<file path="src/rtl/id_ex_register_if.sv">
// ID/EX stage boundary bundle: decode-side inputs, execute-side outputs, pipeline control.
// Pure wiring, no latency of its own.
// Carries stall/start/flush so the register sees all of its hold/bubble requests on one port.
interface id_ex_register_if #(
    parameter int DATA_W = 32,
    parameter int CNT_W  = 16
);
    // pipeline control
    logic              start_i;
    logic              stall_i;
    logic              flush_i;

    // decode-stage payload
    logic              RegWrite_i;
    logic              MemtoReg_i;
    logic              MemRead_i;
    logic              MemWrite_i;
    logic              ALUSrc_i;
    logic [1:0]        ALUOp_i;
    logic [DATA_W-1:0] RS1data_i;
    logic [DATA_W-1:0] RS2data_i;
    logic [DATA_W-1:0] Imm_i;
    logic [9:0]        funct_i;
    logic [4:0]        RS1addr_i;
    logic [4:0]        RS2addr_i;
    logic [4:0]        RDaddr_i;

    // execute-stage payload
    logic              RegWrite_o;
    logic              MemtoReg_o;
    logic              MemRead_o;
    logic              MemWrite_o;
    logic              ALUSrc_o;
    logic [1:0]        ALUOp_o;
    logic [DATA_W-1:0] RS1data_o;
    logic [DATA_W-1:0] RS2data_o;
    logic [DATA_W-1:0] Imm_o;
    logic [9:0]        funct_o;
    logic [4:0]        RS1addr_o;
    logic [4:0]        RS2addr_o;
    logic [4:0]        RDaddr_o;
    logic              valid_o;
    logic [CNT_W-1:0]  bubble_cnt_o;

    // upstream side: drives decode payload and control, observes the registered slot
    modport master (
        output start_i, stall_i, flush_i,
        output RegWrite_i, MemtoReg_i, MemRead_i, MemWrite_i, ALUSrc_i, ALUOp_i,
        output RS1data_i, RS2data_i, Imm_i, funct_i, RS1addr_i, RS2addr_i, RDaddr_i,
        input  RegWrite_o, MemtoReg_o, MemRead_o, MemWrite_o, ALUSrc_o, ALUOp_o,
        input  RS1data_o, RS2data_o, Imm_o, funct_o, RS1addr_o, RS2addr_o, RDaddr_o,
        input  valid_o, bubble_cnt_o
    );

    // pipeline register side
    modport slave (
        input  start_i, stall_i, flush_i,
        input  RegWrite_i, MemtoReg_i, MemRead_i, MemWrite_i, ALUSrc_i, ALUOp_i,
        input  RS1data_i, RS2data_i, Imm_i, funct_i, RS1addr_i, RS2addr_i, RDaddr_i,
        output RegWrite_o, MemtoReg_o, MemRead_o, MemWrite_o, ALUSrc_o, ALUOp_o,
        output RS1data_o, RS2data_o, Imm_o, funct_o, RS1addr_o, RS2addr_o, RDaddr_o,
        output valid_o, bubble_cnt_o
    );
endinterface

</file>
<file path="src/rtl/id_ex_register.sv">
// ID/EX pipeline register: captures decoded instruction, turns flushes into counted bubbles.
// Latency 1 cycle; every output comes straight from a flop.
// Holds all state while start_i=0 or stall_i=1 (hold beats flush, flush is not remembered).
module id_ex_register #(
    parameter int DATA_W = 32,
    parameter int CNT_W  = 16
) (
    input  logic              clk_i,
    input  logic              rst_i,
    id_ex_register_if.slave   bus
);

    typedef struct packed {
        logic              reg_write;
        logic              mem_to_reg;
        logic              mem_read;
        logic              mem_write;
        logic              alu_src;
        logic [1:0]        alu_op;
        logic [DATA_W-1:0] rs1_data;
        logic [DATA_W-1:0] rs2_data;
        logic [DATA_W-1:0] imm;
        logic [9:0]        funct;
        logic [4:0]        rs1_addr;
        logic [4:0]        rs2_addr;
        logic [4:0]        rd_addr;
    } slot_t;

    slot_t            slot_d,       slot_q;
    logic             valid_d,      valid_q;
    logic [CNT_W-1:0] bubble_cnt_d, bubble_cnt_q;

    slot_t            slot_in;
    logic             hold;

    assign slot_in = '{
        reg_write:  bus.RegWrite_i,
        mem_to_reg: bus.MemtoReg_i,
        mem_read:   bus.MemRead_i,
        mem_write:  bus.MemWrite_i,
        alu_src:    bus.ALUSrc_i,
        alu_op:     bus.ALUOp_i,
        rs1_data:   bus.RS1data_i,
        rs2_data:   bus.RS2data_i,
        imm:        bus.Imm_i,
        funct:      bus.funct_i,
        rs1_addr:   bus.RS1addr_i,
        rs2_addr:   bus.RS2addr_i,
        rd_addr:    bus.RDaddr_i
    };

    // CPU not running is treated exactly like a memory stall
    assign hold = !bus.start_i || bus.stall_i;

    // next-state selection: hold > flush (bubble) > load
    always_comb begin
        slot_d       = slot_q;
        valid_d      = valid_q;
        bubble_cnt_d = bubble_cnt_q;
        if (hold) begin
            slot_d       = slot_q;
        end else if (bus.flush_i) begin
            // a bubble clears the whole slot so it can never write regfile or memory
            slot_d  = '0;
            valid_d = 1'b0;
            if (bubble_cnt_q != {CNT_W{1'b1}}) begin
                bubble_cnt_d = bubble_cnt_q + CNT_W'(1);
            end
        end else begin
            slot_d  = slot_in;
            valid_d = 1'b1;
        end
    end

    // state registers; reset leaves an all-zero bubble in the slot
    always_ff @(posedge clk_i or posedge rst_i) begin
        if (rst_i) begin
            slot_q       <= '0;
            valid_q      <= 1'b0;
            bubble_cnt_q <= '0;
        end else begin
            slot_q       <= slot_d;
            valid_q      <= valid_d;
            bubble_cnt_q <= bubble_cnt_d;
        end
    end

    assign bus.RegWrite_o   = slot_q.reg_write;
    assign bus.MemtoReg_o   = slot_q.mem_to_reg;
    assign bus.MemRead_o    = slot_q.mem_read;
    assign bus.MemWrite_o   = slot_q.mem_write;
    assign bus.ALUSrc_o     = slot_q.alu_src;
    assign bus.ALUOp_o      = slot_q.alu_op;
    assign bus.RS1data_o    = slot_q.rs1_data;
    assign bus.RS2data_o    = slot_q.rs2_data;
    assign bus.Imm_o        = slot_q.imm;
    assign bus.funct_o      = slot_q.funct;
    assign bus.RS1addr_o    = slot_q.rs1_addr;
    assign bus.RS2addr_o    = slot_q.rs2_addr;
    assign bus.RDaddr_o     = slot_q.rd_addr;
    assign bus.valid_o      = valid_q;
    assign bus.bubble_cnt_o = bubble_cnt_q;

endmodule

</file>
<file path="src/flat_wrapper.sv">
// flat-port wrapper written by rule: the top's interface ports become plain ports
module id_ex_register_flat 
#(
    parameter int DATA_W = 32,
    parameter int CNT_W  = 16
)
  (clk_i, rst_i, bus_start_i, bus_stall_i, bus_flush_i, bus_RegWrite_i, bus_MemtoReg_i, bus_MemRead_i, bus_MemWrite_i, bus_ALUSrc_i, bus_ALUOp_i, bus_RS1data_i, bus_RS2data_i, bus_Imm_i, bus_funct_i, bus_RS1addr_i, bus_RS2addr_i, bus_RDaddr_i, bus_RegWrite_o, bus_MemtoReg_o, bus_MemRead_o, bus_MemWrite_o, bus_ALUSrc_o, bus_ALUOp_o, bus_RS1data_o, bus_RS2data_o, bus_Imm_o, bus_funct_o, bus_RS1addr_o, bus_RS2addr_o, bus_RDaddr_o, bus_valid_o, bus_bubble_cnt_o);
  id_ex_register_if #(.DATA_W(DATA_W), .CNT_W(CNT_W)) bus_i ();
  input  logic clk_i;
  input  logic rst_i;
  input wire logic [$bits(bus_i.start_i)-1:0] bus_start_i;
  input wire logic [$bits(bus_i.stall_i)-1:0] bus_stall_i;
  input wire logic [$bits(bus_i.flush_i)-1:0] bus_flush_i;
  input wire logic [$bits(bus_i.RegWrite_i)-1:0] bus_RegWrite_i;
  input wire logic [$bits(bus_i.MemtoReg_i)-1:0] bus_MemtoReg_i;
  input wire logic [$bits(bus_i.MemRead_i)-1:0] bus_MemRead_i;
  input wire logic [$bits(bus_i.MemWrite_i)-1:0] bus_MemWrite_i;
  input wire logic [$bits(bus_i.ALUSrc_i)-1:0] bus_ALUSrc_i;
  input wire logic [$bits(bus_i.ALUOp_i)-1:0] bus_ALUOp_i;
  input wire logic [$bits(bus_i.RS1data_i)-1:0] bus_RS1data_i;
  input wire logic [$bits(bus_i.RS2data_i)-1:0] bus_RS2data_i;
  input wire logic [$bits(bus_i.Imm_i)-1:0] bus_Imm_i;
  input wire logic [$bits(bus_i.funct_i)-1:0] bus_funct_i;
  input wire logic [$bits(bus_i.RS1addr_i)-1:0] bus_RS1addr_i;
  input wire logic [$bits(bus_i.RS2addr_i)-1:0] bus_RS2addr_i;
  input wire logic [$bits(bus_i.RDaddr_i)-1:0] bus_RDaddr_i;
  output wire logic [$bits(bus_i.RegWrite_o)-1:0] bus_RegWrite_o;
  output wire logic [$bits(bus_i.MemtoReg_o)-1:0] bus_MemtoReg_o;
  output wire logic [$bits(bus_i.MemRead_o)-1:0] bus_MemRead_o;
  output wire logic [$bits(bus_i.MemWrite_o)-1:0] bus_MemWrite_o;
  output wire logic [$bits(bus_i.ALUSrc_o)-1:0] bus_ALUSrc_o;
  output wire logic [$bits(bus_i.ALUOp_o)-1:0] bus_ALUOp_o;
  output wire logic [$bits(bus_i.RS1data_o)-1:0] bus_RS1data_o;
  output wire logic [$bits(bus_i.RS2data_o)-1:0] bus_RS2data_o;
  output wire logic [$bits(bus_i.Imm_o)-1:0] bus_Imm_o;
  output wire logic [$bits(bus_i.funct_o)-1:0] bus_funct_o;
  output wire logic [$bits(bus_i.RS1addr_o)-1:0] bus_RS1addr_o;
  output wire logic [$bits(bus_i.RS2addr_o)-1:0] bus_RS2addr_o;
  output wire logic [$bits(bus_i.RDaddr_o)-1:0] bus_RDaddr_o;
  output wire logic [$bits(bus_i.valid_o)-1:0] bus_valid_o;
  output wire logic [$bits(bus_i.bubble_cnt_o)-1:0] bus_bubble_cnt_o;
  assign bus_i.start_i = bus_start_i;
  assign bus_i.stall_i = bus_stall_i;
  assign bus_i.flush_i = bus_flush_i;
  assign bus_i.RegWrite_i = bus_RegWrite_i;
  assign bus_i.MemtoReg_i = bus_MemtoReg_i;
  assign bus_i.MemRead_i = bus_MemRead_i;
  assign bus_i.MemWrite_i = bus_MemWrite_i;
  assign bus_i.ALUSrc_i = bus_ALUSrc_i;
  assign bus_i.ALUOp_i = bus_ALUOp_i;
  assign bus_i.RS1data_i = bus_RS1data_i;
  assign bus_i.RS2data_i = bus_RS2data_i;
  assign bus_i.Imm_i = bus_Imm_i;
  assign bus_i.funct_i = bus_funct_i;
  assign bus_i.RS1addr_i = bus_RS1addr_i;
  assign bus_i.RS2addr_i = bus_RS2addr_i;
  assign bus_i.RDaddr_i = bus_RDaddr_i;
  assign bus_RegWrite_o = bus_i.RegWrite_o;
  assign bus_MemtoReg_o = bus_i.MemtoReg_o;
  assign bus_MemRead_o = bus_i.MemRead_o;
  assign bus_MemWrite_o = bus_i.MemWrite_o;
  assign bus_ALUSrc_o = bus_i.ALUSrc_o;
  assign bus_ALUOp_o = bus_i.ALUOp_o;
  assign bus_RS1data_o = bus_i.RS1data_o;
  assign bus_RS2data_o = bus_i.RS2data_o;
  assign bus_Imm_o = bus_i.Imm_o;
  assign bus_funct_o = bus_i.funct_o;
  assign bus_RS1addr_o = bus_i.RS1addr_o;
  assign bus_RS2addr_o = bus_i.RS2addr_o;
  assign bus_RDaddr_o = bus_i.RDaddr_o;
  assign bus_valid_o = bus_i.valid_o;
  assign bus_bubble_cnt_o = bus_i.bubble_cnt_o;
  id_ex_register #(.DATA_W(DATA_W), .CNT_W(CNT_W)) u_core (.clk_i(clk_i), .rst_i(rst_i), .bus(bus_i));
endmodule
</file>
<file path="config.mk">
export PLATFORM = sky130hd
export DESIGN_NAME = id_ex_register_flat
export DESIGN_NICKNAME = d
export VERILOG_FILES = /design/src/rtl/id_ex_register_if.sv /design/src/rtl/id_ex_register.sv /design/src/flat_wrapper.sv
export SDC_FILE = /design/constraint.sdc
export NUM_CORES = 1
export LEC_CHECK = 0
export BUFFER_PORTS_ARGS = -buffer_cell sky130_fd_sc_hd__buf_2
export CORE_UTILIZATION = 47
export CTS_CLUSTER_DIAMETER = 40
export DETAILED_ROUTE_END_ITERATION = 10
export PLACE_DENSITY = 0.8
export SLEW_MARGIN = 20
export SYNTH_ARGS = -nofsm -noshare
export SYNTH_HDL_FRONTEND = slang
export SYNTH_SLANG_ARGS = --single-unit
</file>
<file path="constraint.sdc">
create_clock -name clk_i -period 5.8 [get_ports clk_i]
set_input_delay 0.29 -clock clk_i [delete_from_list [all_inputs] [get_ports clk_i]]
set_output_delay 0.29 -clock clk_i [all_outputs]
set_load 0.03 [all_outputs]
</file>
==> impl_results.md <==
* Max-Cap Viols at 0
* Yosys top cell area share at 0.588
* Synthesis-stage register bit count at ~150
* Crit path kind: input pin to flop
* Worst setup EP type: flop
* DRC errors left at 0
* Placeable Area at 12700 sq um
* # H-tree levels at 4
* Worst-case clock buffer depth at 2
* CP Launch Type: input pin
* Tmin final at 2.09 ns
* Post-route cell area at 8230 sq um
* R2R cell count at 5
* Initial antenna violation count at 0
* DR pass1 iterations at 4
* Die height at approximately 120 um
* Largest area contributor in the netlist: dfrtp_1
* FFs w/ async S/R, synth at 1.00
* Largest net degree at the start of global routing at roughly 130
* I/O Pins at between 200 and 300
* Highest clock rate at around 480 MHz
* Most frequent cells in the layout: buf_2 (277), dfrtp_1 (145), nand2_1 (132), nand2b_1 (128), o21ai_0 (128)
* Syn avg cell area at about 9.8 sq um
* Die footprint at approximately 14000 sq um
* Unrepaired setup endpoints after global routing: false
* Cell Area, Synth at just over 6000 sq um
* Slack of the critical path at approximately 3.7 ns
* Gr ovfl total at 0
* Hold buffer count at cts at 1
* WHS Path Cells at 3
* Top post-synthesis cells by area: dfrtp_1 (59%), nand2b_1 (13%), o21ai_0 (10%), nand2_1 (8.0%), clkbuf_1 (1.8%)
* Max-slew headroom at 0.333
* Synthesis-to-finish area growth at 33.4%
* First-pass GRT wire length at approximately 23 mm
* CTS buffer count at 17
* Post-placement cell count at around 1000
* Clock-pin slew on the worst setup and hold paths at roughly 0.06 ns
* IO buf count at 277
* Unique masters post-synth at 31
* HPWL after DPL at 10.5 mm
* Fin crit share at 0.360
* CTS sink cnt at between 100 and 150
* Outcome: completed
* 1st-iter DRT viols at around 250
* Hold Fails Final Rpt at 0
* Commonest non-fill, non-tap cell in the layout: buf_2
* Critical path arrival at roughly 2.4 ns
* Synth Warn # at 0
* Hold/Removal Path Class: input pin to flop
* CTS tree: built
* P per Cell Area at roughly 350 nW/um^2
* Gr usage total at 0.221
* Drt wl/cell at ~14 um
* Max FO, Critical Path at 130
* Clk Latency, worst-skew pair at a little over 0.4 ns
* Post-CTS Setup Bufs at 0
* Vias in the first global route at about 4700
* Post-route ant nets at 0
* Max-slew violation count at 0
* Pre-CTS setup slack at between 3 and 4 ns
* Starting density of the core at 0.485
* Final std cells w/o fill at around 1100
* Nets at about 1000
* Syn nets at about 770
* Synthesized instance count at 632
* Peak supply drop at 0.000183 V
* WL final at approximately 15 mm
* Post-DP Area at 7640 sq um
* Pleak at 4.31 nW
* CP Data Required Time at slightly above 6 ns
* Via Count at between 5000 and 6000
* Slew @ Worst Pin at 1.00 ns
* Final setup TNS at 0 ns
* EDFF count, synth at 0
* Synth Flop Type: dfrtp_1
* Post-synthesis sequential area ratio at 0.588
* Layout cell share with drive strength beyond 1 at 0.356
* GP Congestion at between 0.7 and 0.8
* # rows at 41
* Final setup fails at 0
* CTS resizes at 0
* Die width at 117 um
* Post-Route Skew at ~0.0035 ns
* Clock root cell: clkbuf_16
* N_diodes at 0
* DR vias/cell at 4.74
metrics by stage:
stage | hold WS [ns] | util | power [mW]
2_1_floorplan | 0.430 | - | 1.60
4_1_cts | 0.109 | 0.647 | 2.88
3_3_place_gp | 0.415 | 0.601 | 1.80
5_1_grt | 0.118 | 0.647 | 2.99
3_5_place_dp | 0.416 | 0.601 | 1.81
6_report | 0.124 | 0.647 | 2.86
registers in the layout, summed over array words and instances, names as in the netlist:
| name | cells |
|---|---|
| u_core.bus.Imm_o | 32 |
| u_core.bus.RS1data_o | 32 |
| u_core.bus.RS2data_o | 32 |
| u_core.bus.bubble_cnt_o | 16 |
| u_core.bus.funct_o | 10 |
| u_core.bus.RDaddr_o | 5 |
| u_core.bus.RS1addr_o | 5 |
| u_core.bus.RS2addr_o | 5 |
| u_core.bus.ALUOp_o | 2 |
| u_core.bus.ALUSrc_o | 1 |
| u_core.bus.MemRead_o | 1 |
| u_core.bus.MemWrite_o | 1 |
| u_core.bus.MemtoReg_o | 1 |
| u_core.bus.RegWrite_o | 1 |
| u_core.bus.valid_o | 1 |
cells in the mapped netlist, types with 2 or more instances:
| cell type | count |
|---|---|
| nor3_1 | 3 |
| xnor2_1 | 5 |
| clkbuf_1 | 29 |
| o21ai_0 | 128 |
| nand3_1 | 10 |
| nand2b_1 | 129 |
| dfrtp_1 | 145 |
| xor2_1 | 10 |
| nand2_1 | 132 |
| nor4_1 | 3 |
| nor2_1 | 5 |
| and3_1 | 2 |
| nand4_2 | 2 |
| buf_2 | 12 |
final timing paths:
check | slack (ns) | start | to
min in group asynchronous | 0.52 | rst_i | u_core.bus.RS1addr_o[2]$_DFFE_PP0N_
hold / removal | 0.12 | bus_RS1data_i[2] | u_core.bus.RS1data_o[2]$_DFFE_PP0N_
max in group asynchronous | 3.88 | rst_i | u_core.bus.RS1data_o[11]$_DFFE_PP0N_
setup reg to reg | 3.89 | u_core.bus.bubble_cnt_o[0]$_DFFE_PP0P_ | u_core.bus.bubble_cnt_o[1]$_DFFE_PP0P_
setup / recovery | 3.71 | bus_flush_i | u_core.bus.bubble_cnt_o[10]$_DFFE_PP0P_
hold reg to reg | 0.47 | u_core.bus.RS1data_o[28]$_DFFE_PP0N_ | u_core.bus.RS1data_o[28]$_DFFE_PP0N_
per-layer routing:
metal  track usage  part of all wire
met5             0                 0
met3        0.0763             0.083
met2         0.366              0.48
met1         0.264              0.42
met4        0.0869             0.016
kinds of logic (layout without fill, tap and decap cells):
family          Yosys count  after routing  share of synthesized area
compound gates          130            130                      0.106
flops                   145            145                      0.588
mux                       1              1                    0.00243
xor+xnor                 15             15                     0.0213
fa+ha+maj                 1              1                    0.00203
buf+inv                  43            315                     0.0286
simple gates            297            297                      0.252
power breakdown:
group          internal [mW]  switching [mW]  total, mW
combinational          0.183           0.408      0.591
clock                  0.643           0.423       1.07
sequential              1.12          0.0775       1.20
total                   1.95           0.909       2.86
critical path, cell delays in order:
cell and delay (ns):
buf_2 0.07, buf_4 0.73, nand3b_1 0.47, or2_1 0.40
nor4_1 0.26, xor2_1 0.18
final cells by class:
| class | instances | area, sq um |
|---|---|---|
| Fill cell | 1097 | 4490 |
| Timing Repair Buffer | 282 | 1430 |
| Sequential cell | 145 | 3630 |
| Inverter | 1 | 8.76 |
| Multi-Input combinational cell | 444 | 2370 |
| Tap cell | 172 | 215 |
| Clock buffer | 19 | 443 |
| Clock inverter | 13 | 138 |
(Power assumes the default switching activity.)
